--- src/rtl/sha1_msg_padder.sv ---
// Byte-stream front end for the SHA1 core: packs message bytes into 512-bit
// blocks and appends 0x80, zero fill and the big-endian bit length.
module sha1_msg_padder #(
    parameter int LEN_W = 64
) (
    input  logic         CLK,
    input  logic         nRST,
    input  logic         in_valid,
    output logic         in_ready,
    input  logic [7:0]   in_data,
    input  logic         in_last,
    output logic         blk_valid,
    input  logic         blk_ready,
    output logic [511:0] blk_data,
    output logic         blk_last
);

    typedef enum logic [1:0] {FILL, EMIT, EXTRA} state_t;
    typedef logic [63:0][7:0] block_t;

    state_t           state;
    block_t           blk_q, blk_nxt;
    logic [5:0]       idx;
    logic [LEN_W-1:0] bitlen, bitlen_inc;
    logic             pend, pend_80;
    logic             accept, hs;

    assign accept     = in_valid & in_ready;
    assign hs         = blk_valid & blk_ready & (state == EMIT);
    assign bitlen_inc = bitlen + LEN_W'(8);
    assign blk_data   = blk_q;

    // Length field occupies bytes 56..63, most significant byte first.
    function automatic block_t put_len(input block_t b, input logic [LEN_W-1:0] len);
        block_t      r;
        logic [63:0] l64;
        r   = b;
        l64 = '0;
        l64[LEN_W-1:0] = len;
        for (int j = 0; j < 8; j++)
            r[56+j] = l64[63-8*j -: 8];
        return r;
    endfunction

    always_comb begin
        blk_nxt = blk_q;
        case (state)
            FILL: if (accept) begin
                blk_nxt[idx] = in_data;
                if (in_last) begin
                    if (idx != 6'd63)
                        blk_nxt[idx + 6'd1] = 8'h80;
                    if (idx <= 6'd54)
                        blk_nxt = put_len(blk_nxt, bitlen_inc);
                end
            end
            EMIT: if (hs) blk_nxt = '0;
            EXTRA: begin
                blk_nxt = put_len('0, bitlen);
                if (pend_80)
                    blk_nxt[0] = 8'h80;
            end
            default: blk_nxt = '0;
        endcase
    end

    always_ff @(posedge CLK or negedge nRST) begin
        if (!nRST) begin
            state     <= FILL;
            blk_q     <= '0;
            idx       <= '0;
            bitlen    <= '0;
            pend      <= 1'b0;
            pend_80   <= 1'b0;
            in_ready  <= 1'b0;
            blk_valid <= 1'b0;
            blk_last  <= 1'b0;
        end else begin
            blk_q <= blk_nxt;
            case (state)
                FILL: begin
                    in_ready <= 1'b1;
                    if (accept) begin
                        idx    <= idx + 6'd1;
                        bitlen <= bitlen_inc;
                        if (in_last || idx == 6'd63) begin
                            state     <= EMIT;
                            in_ready  <= 1'b0;
                            blk_valid <= 1'b1;
                            // Last byte at 55 or later leaves no room for the length.
                            blk_last  <= in_last && (idx <= 6'd54);
                            pend      <= in_last && (idx >= 6'd55);
                            pend_80   <= in_last && (idx == 6'd63);
                        end
                    end
                end
                EMIT: if (hs) begin
                    blk_valid <= 1'b0;
                    blk_last  <= 1'b0;
                    idx       <= '0;
                    if (pend) begin
                        state <= EXTRA;
                    end else begin
                        state    <= FILL;
                        in_ready <= 1'b1;
                        if (blk_last)
                            bitlen <= '0;
                    end
                end
                EXTRA: begin
                    state     <= EMIT;
                    blk_valid <= 1'b1;
                    blk_last  <= 1'b1;
                    pend      <= 1'b0;
                    pend_80   <= 1'b0;
                end
                default: state <= FILL;
            endcase
        end
    end

endmodule

--- config.mk ---
export PLATFORM = sky130hd
export DESIGN_NAME = sha1_msg_padder
export DESIGN_NICKNAME = d
export VERILOG_FILES = /design/src/rtl/sha1_msg_padder.sv
export SDC_FILE = /design/constraint.sdc
export NUM_CORES = 1
export LEC_CHECK = 0
export BUFFER_PORTS_ARGS = -buffer_cell sky130_fd_sc_hd__buf_2
export CAP_MARGIN = 20
export CORE_MARGIN = 4
export CORE_UTILIZATION = 56
export DETAILED_ROUTE_END_ITERATION = 8
export HOLD_SLACK_MARGIN = 0.02
export PLACE_DENSITY_LB_ADDON = 0.08
export SETUP_SLACK_MARGIN = 0.05
export SYNTH_ARGS = -nofsm -noshare
export SYNTH_HDL_FRONTEND = slang
export SYNTH_SLANG_ARGS = --single-unit
--- constraint.sdc ---
create_clock -name CLK -period 3.35 [get_ports CLK]
set_input_delay 0.1675 -clock CLK [delete_from_list [all_inputs] [get_ports CLK]]
set_output_delay 0.1675 -clock CLK [all_outputs]
set_load 0.01 [all_outputs]
==> run summary, run 1 <==
Following the worst setup path forward leads to its endpoint at blk_data[238]. The total global-route track usage is 0.395. The final worst setup slack came out at 0.220 ns. The number of DRC violations after detailed-routing iteration 0 is 3601.

The worst path buffer plus inverter count came out at 3. The number of instances in the synthesized netlist came out at 3236. Measured against its own limit, the worst slew margin works out to 0.343. In the final routed layout, each cell accounts on average for about 25 um.

The clock transition at the register clock pins on the worst setup and hold paths after CTS is 0.07 ns. Dividing total power by cell area gives a power density of around 660 nW/um2. The total vias in the final route is ~29000. Summing all multi-input logic gate instances after layout gives 12800 um2.

The final cell count without fillers came out at between 4000 and 5000. Counting flops with an async set or reset pin after synthesis yields a share of 1.00. The post-route setup TNS came out at 0 ns. The synthesized area divided by synthesized cell count is 8.80 um2. The startpoint identified for the worst register-to-register timing path is state[1]. The sequential cell area is 14700 um2. The most critical setup path has its startpoint at state[1]. The die footprint is 54500 um2.

The endpoint arrival time on the critical path came out at approximately 3.7 ns. The cell depth of the worst flop-to-flop path is 10. Traced cell by cell, the critical path runs through inv_1 -> ha_1 -> a21boi_0 -> buf_4 -> a21oi_4 -> nand3_2 -> buf_4 -> nor2_1 -> nand2_1 -> a21oi_1. Of the post-synthesis cell area, the dominant cell type holds 0.515. STA classifies the critical path endpoint as a flip-flop.

The chip width came out at approximately 230 um. The congestion estimate from routability-driven global placement came to 0.948. The area growth from synthesis to final layout came out at 21.0%. The initial cell density of the core came out at 0.568. The worst clock skew on the final layout came out at 0.0259 ns.

Max-cap violations in this run came to 0. The residual overflow from global routing is 0. Summed over all instances, the cell type with the most area after synthesis is sky130_fd_sc_hd__dfrtp_1.

The count of pins on the block boundary is between 500 and 600. The kind of cell with the highest combined delay on the critical path is simple AND/OR/NAND/NOR gates. In this run the critical register-to-register path is captured at blk_data[238]. The final number of hold-violating endpoints came to 0. TritonCTS built the clock tree.

The worst IR drop on VDD is 0.636 mV. The slowest stage cell on the critical path is sky130_fd_sc_hd__nor2_1. The post-place setup slack came out at 0.305 ns. In this design, the critical path's most frequently occurring cell is sky130_fd_sc_hd__buf_4. The critical path startpoint category is a flip-flop.

The clock insertion delay at the later pin of the skew report came out at 0.64 ns. The static leakage is 16.8 nW. The hold-critical path depth is 3. The final setup violation count came out at 0. The TritonCTS buffer count came out at 60. Setup repair after global routing left no endpoint under its margin. For this run, the post-layout net count is 3723.

Leaving out fill and tap cells, the most frequent cells in the layout are sky130_fd_sc_hd__dfrtp_1, sky130_fd_sc_hd__nand2_1, sky130_fd_sc_hd__buf_2. The leading cell type in the layout, fill and taps excluded is sky130_fd_sc_hd__dfrtp_1. Including well taps, the total number of placed cells is 4312.

The final worst hold slack came out at 0.0571 ns. The worst hold path belongs to the class in2reg. The number of buffers between clock root and the deepest sink came out at 3. The final total power came out at about 23 mW. After detailed routing, the number of vias per cell comes to ~6.5. The global-route wire length before repair came out at roughly 170000 um. The dominant synthesized flop cell is sky130_fd_sc_hd__dfrtp_1. The critical path depth in cells came out at 10. The number of global-route vias before repair came out at 26700.

The final critical-path share of the clock period is 0.934. The fmax is 0.320 GHz. The time the worst path needs with I/O delays and setup came out at 3.13 ns. The number of distinct library cells after synthesis is 69. The setup check on the worst reg-to-reg path leaves a slack of about 0.22 ns. Summing every instance area after synthesis gives 28500 um2.

The half-perimeter wire length after detailed placement is 76600 um. Yosys attributes the largest share of cell area to sky130_fd_sc_hd__dfrtp_1, sky130_fd_sc_hd__a21oi_1, sky130_fd_sc_hd__nand2_1, sky130_fd_sc_hd__nand3_1, sky130_fd_sc_hd__o21ai_0. The net count after synthesis came out at around 3300. The max-slew violation total from the final report was 0.

The remaining antenna violation count after routing came out at 0. The number of fill cells in the layout came out at 4073. For the pin with the worst max-slew slack, the measured transition is 0.986 ns. The row count came out at 82.

The post-synthesis register bit count is 586. For this block, the routed nets add up to 112000 um of wire. Data on the critical path is required at its endpoint by 3.89 ns. For this run, the number of Yosys warnings is 0. The post-route standard cell area excluding fillers is 34500 um2. The number of sinks handled by clock tree synthesis came out at 586. After detailed routing, the number of remaining DRC violations is 0.

The run finished with clean final reports. The initial antenna violation count came out at 2. The worst stage delay on the critical path is 0.42 ns. The CTS root buffer is sky130_fd_sc_hd__clkbuf_16.

In this run the vertical extent of the chip is 234 um. The highest fanout seen on the critical path is 39. The number of port buffers is 527. The share of the Yosys chip area taken by registers is 0.515.

The maximum number of pins on one net before global-route repair came out at 146. The class of the most critical setup path is reg2reg. The number of iterations in the first detailed-routing pass is 7. The share of layout cells above drive strength 1 came out at 0.222. The post-place instance area came out at 32300 um2. The post-layout utilization of the core came out at 0.687. Counting flops with a built-in enable in the synthesized netlist gives 0. The H-tree depth is 2.

The core box area is 50200 um2.
what timing repair did:
action	4_1_cts	5_1_grt
gates resized for setup	0	4
endpoints found under the hold margin	586	0
endpoints found under the setup margin	0	26
hold buffers	2	0
setup buffers	0	0
how the worst min path moves through the flow:
| stage | start | to | slack (ns) |
|---|---|---|---|
| finish | blk_ready | state[0] | 0.06 |
| global route | blk_ready | state[0] | 0.07 |
| CTS | blk_ready | state[0] | 0.03 |
| detailed placement | nRST | blk_data[228] | 0.002 |
| global placement | nRST | blk_data[226] | 0.004 |
| floorplan | nRST | bitlen[10] | -0.13 |
kinds of logic after synthesis:
| kind of cell | after synthesis | synth area share |
|---|---|---|
| compound gates | 970 | 0.193 |
| xor+xnor | 45 | 0.0138 |
| fa+ha+maj | 6 | 0.00264 |
| buf+inv | 288 | 0.0395 |
| flops | 586 | 0.515 |
| mux | 117 | 0.0414 |
| simple gates | 1224 | 0.194 |
registers in the layout, summed over array words and instances, names as in the netlist:
name and cells:
blk_data 512, idx 6, blk_valid 1, blk_last 1, state 2, in_ready 1
bitlen 61, pend 1, pend_80 1
synthesized netlist by cell type, types with 14 or more instances:
cell type,n
sky130_fd_sc_hd__a31oi_1,19
sky130_fd_sc_hd__o22ai_1,37
sky130_fd_sc_hd__nor3_1,25
sky130_fd_sc_hd__a222oi_1,16
sky130_fd_sc_hd__inv_1,15
sky130_fd_sc_hd__and3_1,32
sky130_fd_sc_hd__nand2_1,536
sky130_fd_sc_hd__a22oi_1,21
sky130_fd_sc_hd__buf_2,16
sky130_fd_sc_hd__nor2_1,213
sky130_fd_sc_hd__dfrtp_1,586
sky130_fd_sc_hd__xnor2_1,18
sky130_fd_sc_hd__o21ai_0,272
sky130_fd_sc_hd__mux2i_1,111
sky130_fd_sc_hd__nand4_1,26
sky130_fd_sc_hd__o31ai_1,36
sky130_fd_sc_hd__a21oi_1,468
sky130_fd_sc_hd__xor2_1,27
sky130_fd_sc_hd__buf_1,26
sky130_fd_sc_hd__a32o_1,14
sky130_fd_sc_hd__clkbuf_1,227
sky130_fd_sc_hd__nand3_1,297
per-layer routing:
metal,up-vias,GRT usage,wire length (um)
li1,12400,-,-
met2,1958,0.611,51300
met5,-,0,27
met4,4,0.165,5650
met3,315,0.0944,13500
met1,14100,0.538,41300
worst reg2reg max path, delay by kind of cell, from the launching register on:
family,cells,cell delay [ns]
DFF,1,0.40
buffers and inverters,3,0.66
AOI/OAI and AO/OA,3,0.73
adders and majority gates,1,0.29
and+or+nand+nor,3,0.96
final cells by class:
cell class / instances / share of cell area
Sequential cell: 586 / 0.425
Multi-Input combinational cell: 2362 / 0.372
Timing Repair Buffer: 679 / 0.114
Clock buffer: 77 / 0.0483
Tap cell: 672 / 0.0244
Clock inverter: 34 / 0.0135
Inverter: 15 / 0.00163
Antenna cell: 1 / 0.0000726
power breakdown:
group          switching (mW)  total (mW)  leakage (nW)  internal, mW
clock                    3.01        7.30          1.03          4.29
sequential              0.388        7.91          8.12          7.52
combinational            5.57        7.50          7.63          1.93
total                    8.97        22.7          16.8          13.7
Power figures use the tool's default switching activity.
==> run 2: changes to the inputs <==
--- a/config.mk
+++ b/config.mk
@@ -5,10 +5,13 @@
 export SDC_FILE = /design/constraint.sdc
 export NUM_CORES = 1
 export LEC_CHECK = 0
+export ABC_AREA = 1
 export BUFFER_PORTS_ARGS = -buffer_cell sky130_fd_sc_hd__buf_2
 export CAP_MARGIN = 20
+export CELL_PAD_IN_SITES_DETAIL_PLACEMENT = 1
+export CELL_PAD_IN_SITES_GLOBAL_PLACEMENT = 2
 export CORE_MARGIN = 4
-export CORE_UTILIZATION = 56
+export CORE_UTILIZATION = 33
 export DETAILED_ROUTE_END_ITERATION = 8
 export HOLD_SLACK_MARGIN = 0.02
 export PLACE_DENSITY_LB_ADDON = 0.08
==> run summary, run 2 <==
The weighted congestion reported at the end of routability-driven placement is 0.892 (-5.9%). The cell-internal power is 16.3 mW (+19%). Setup repair after global routing left no endpoint under its margin. The final cell count without fillers is 5450 (+23%).

The worst IR drop on VDD is 0.857 mV (+35%). The share of power burned in the clock network was 0.271 (-0.050). The number of iterations in the first detailed-routing pass came out at 5 (-2).

The final total power is 29.6 mW (+30%). The remaining routing DRC violations came out at 0 (unchanged). After synthesis, the most frequently instantiated cells are sky130_fd_sc_hd__nor2_1, sky130_fd_sc_hd__nand2_1, sky130_fd_sc_hd__dfrtp_1, sky130_fd_sc_hd__a21oi_1, sky130_fd_sc_hd__nor3_1.

The half-perimeter wire length after detailed placement came out at 99800 um (+30%). The total vias in the final route came to 29400 (+2.2%). The final setup violation count is 0 (unchanged).

The share of layout cells above drive strength 1 was 0.212 (-0.00950). The count of placed standard cells including taps is 5314 (+23%). The count of pins on the block boundary is 528 (unchanged). The net switching power figure was 13.3 mW (+49%). The worst setup slack for register-to-register paths came out at 0.51 ns (+0.29 ns). The number of DRC violations after detailed-routing iteration 0 is 1894 (-47%). STA classifies the critical path endpoint as a flip-flop. The post-synthesis compound-gate area fraction is 0.160 (-0.0337). The TritonCTS buffer count is 74 (+23%). The chip width came out at 307 um (+32%).

The critical path in this run is classified as reg2reg. The initial cell density of the core came out at 0.333 (-0.234). The cell with the most instances after synthesis is sky130_fd_sc_hd__nor2_1. The die span in y is 307 um (+32%).

The final worst hold slack came to 0.0402 ns (-0.0170 ns). The number of port buffers was 527 (unchanged). The library cell used most frequently in the layout, excluding fill and tap cells, is sky130_fd_sc_hd__nor2_1.

Clock tree synthesis selected as its root buffer the cell sky130_fd_sc_hd__clkbuf_16. The number of buffers between clock root and the deepest sink came to 3 (unchanged). The H-tree depth is 3 (+1).

The post-synthesis register bit count was 586 (unchanged). The startpoint of the lowest-slack register-to-register path is idx[0]. Leaving out fill and tap cells, the most frequent cells in the layout are sky130_fd_sc_hd__nor2_1, sky130_fd_sc_hd__nand2_1, sky130_fd_sc_hd__dfrtp_1. The max-slew violation total from the final report is 0 (unchanged). The static leakage came out at 17.5 nW (+4.1%). The post-synthesis cell area is 29600 um2 (+3.8%). The part of the total power dissipated in sequential elements is 0.322 (-0.026).

The count of flip-flops with a built-in enable after synthesis came out at 0 (unchanged). The detail-routed net length per standard cell came out at 26.5 um (+4.9%). The sequential cell area came to 14700 um2 (unchanged). The number of vias per cell is 5.40 (-17%). The post-route setup TNS came out at 0 ns (unchanged).

The number of nets in the layout is 4248 (+14%). The post-synthesis sequential area ratio was 0.496 (-0.0188). The most used flip-flop cell after synthesis is sky130_fd_sc_hd__dfrtp_1. Of all cell types, the one taking the most synthesized area is sky130_fd_sc_hd__dfrtp_1. The time the worst path needs with I/O delays and setup came out at 2.84 ns (-0.288 ns). Relative to the synthesized area, the layout overhead comes to 22.6%. The worst hold path belongs to the class in2async. The post-CTS setup-driven buffer insertion count came out at 0 (unchanged). Yosys attributes the largest share of cell area to sky130_fd_sc_hd__dfrtp_1, sky130_fd_sc_hd__a21oi_1, sky130_fd_sc_hd__nor2_1, sky130_fd_sc_hd__nand2_1, sky130_fd_sc_hd__nor3_1.

The critical path startpoint category is a flip-flop. The clock transition at the register clock pins on the worst setup and hold paths after CTS is 0.06 ns (about the same). The final number of hold-violating endpoints is 0 (unchanged). The maximum number of pins on one net before global-route repair was 127 (-13%).

The adder-cell area share of the yosys netlist came to 0.00254 (-0.0000964). The core box area came out at 88600 um2 (+77%). The worst path required time was 3.88 ns (about the same). After synthesis, the largest family of logic cells by area is simple AND/OR/NAND/NOR gates. The slew of the pin with the lowest slew margin came to 1.09 ns (+0.102 ns). The run finished with clean final reports.

The count of warnings emitted by yosys is 0 (unchanged). The number of instances in the synthesized netlist is 3730 (+15%). The number of global-route vias before repair was 30800 (+15%).

The number of violations of the max-capacitance limit is 0 (unchanged). The area share of the leading cell type in the synthesized netlist came out at 0.496 (-0.0188). The switching share of power came to 0.450 (+0.0549). The synthesized area divided by synthesized cell count came to 7.93 um2 (-10%). The simple-gate portion of the synthesized area is 0.279 (+0.0841). The residual overflow from global routing came to 0 (unchanged). The power share of the combinational group came to 0.407 (+0.077). The post-layout utilization of the core came out at 0.409 (-0.278).

The fmax is 0.352 GHz (+10%). The global-route wire length before repair is 213000 um (+28%). The worst slew margin relative to its limit is 0.275 (-0.0683). The clock insertion delay at the later pin of the skew report came out at 0.63 ns (about the same). The total detailed-routing wirelength is 144000 um (+29%). The initial antenna violation count is 4 (+2). TritonCTS built the clock tree. The row count is 109 (+33%). The endpoint arrival time on the critical path was 3.38 ns (-0.29 ns). The fraction of registers with async set or reset after synthesis came out at 1.00 (unchanged).

The highest fanout seen on the critical path is 8 (-79%). The total global-route track usage came to 0.299 (-0.0958). The number of sinks handled by clock tree synthesis is 586 (unchanged).

The xor and xnor area share after synthesis is 0.00533 (-0.00850). The cell depth of the worst flop-to-flop path came out at 11 (+1). The total area of multi-input combinational cells is 13600 um2 (+5.9%). The final critical-path share of the clock period came out at 0.848 (-0.0860). The worst clock skew on the final layout was 0.0218 ns (-0.00409 ns).

The mux share of post-synthesis cell area is 0.0123 (-0.0291). The power density relative to cell area was 817 nW/um2 (+24%). The number of distinct library cells after synthesis is 42 (-39%).

The number of flip-flops under the largest register name came out at 512 (unchanged). The die footprint was 94400 um2 (+73%). The remaining antenna violation count after routing is 0 (unchanged). The number of fill cells in the layout came out at 10800 (+170%). The worst register-to-register path ends at blk_data[473]. The net count after synthesis came out at 3749 (+15%).
-- run 2: repair_timing --
item	4_1_cts	5_1_grt
resized for setup	0	0
hold buffers	4	0
hold endpoints to repair	350	0
-- run 2: kinds of logic (layout without fill, tap and decap cells) --
group,count (synthesis),after routing
AOI/OAI and AO/OA,832,832
xor gates and xnor gates,18,18
adders and majority gates,6,6
buffers and inverters,342,896
DFF,586,586
muxes,36,36
other,0,1
and+or+nand+nor,1910,1910
-- run 2: worst max-delay path, stage by stage (launching register included) --
cell and delay (ns):
sky130_fd_sc_hd__dfrtp_1 0.56, sky130_fd_sc_hd__ha_1 0.23, sky130_fd_sc_hd__nand2_1 0.08, sky130_fd_sc_hd__inv_2 0.10, sky130_fd_sc_hd__nand2_1 0.07, sky130_fd_sc_hd__nor2_1 0.23, sky130_fd_sc_hd__nor2_1 0.09, sky130_fd_sc_hd__nand2_1 0.27
sky130_fd_sc_hd__inv_1 0.32, sky130_fd_sc_hd__nand2_1 0.48, sky130_fd_sc_hd__nand3_1 0.13, sky130_fd_sc_hd__a21oi_1 0.18
-- run 2: power by group through the flow --
stage	clock (mW)	combinational (mW)	sequential, mW
detailed placement	0	12.1	9.64
CTS	8.19	12.1	9.54
global placement	0	12.0	9.65
floorplan	0	6.68	9.62
finish	8.02	12.1	9.53
global route	8.48	13.1	9.68
-- run 2: through the flow --
stage	area (um2)	worst slack [ns]
global placement	33800	0.522
detailed placement	33800	0.521
global route	36300	0.319
finish	36300	0.508
floorplan	29600	1.38
CTS	36300	0.511
-- run 2: final cells by class --
class | count | share of cell area
Sequential cell | 586 | 0.404
Tap cell | 1165 | 0.0402
Clock buffer | 112 | 0.0611
Clock inverter | 19 | 0.00462
Inverter | 146 | 0.0154
Timing Repair Buffer | 619 | 0.0994
Antenna cell | 1 | 0.0000690
Multi-Input combinational cell | 2802 | 0.375
-- run 2: worst max-delay path by stage --
stage,cells after the start,start,endpoint,slack (ns)
after floorplan,12,idx[1],blk_data[100],1.38
after global routing,11,idx[0],blk_data[473],0.32
final,11,idx[0],blk_data[473],0.51
after global placement,12,idx[0],blk_data[0],0.52
after CTS,11,idx[0],blk_data[2],0.51
after detailed placement,11,idx[0],blk_data[2],0.52
-- run 2: metal layers --
| layer | vias up | global-route usage | wire (um) |
|---|---|---|---|
| li1 | 13600 | - | - |
| met1 | 15000 | 0.379 | 61200 |
| met2 | 669 | 0.515 | 70800 |
| met3 | 202 | 0.0523 | 7280 |
| met4 | 4 | 0.105 | 5210 |
| met5 | - | 0 | 21 |
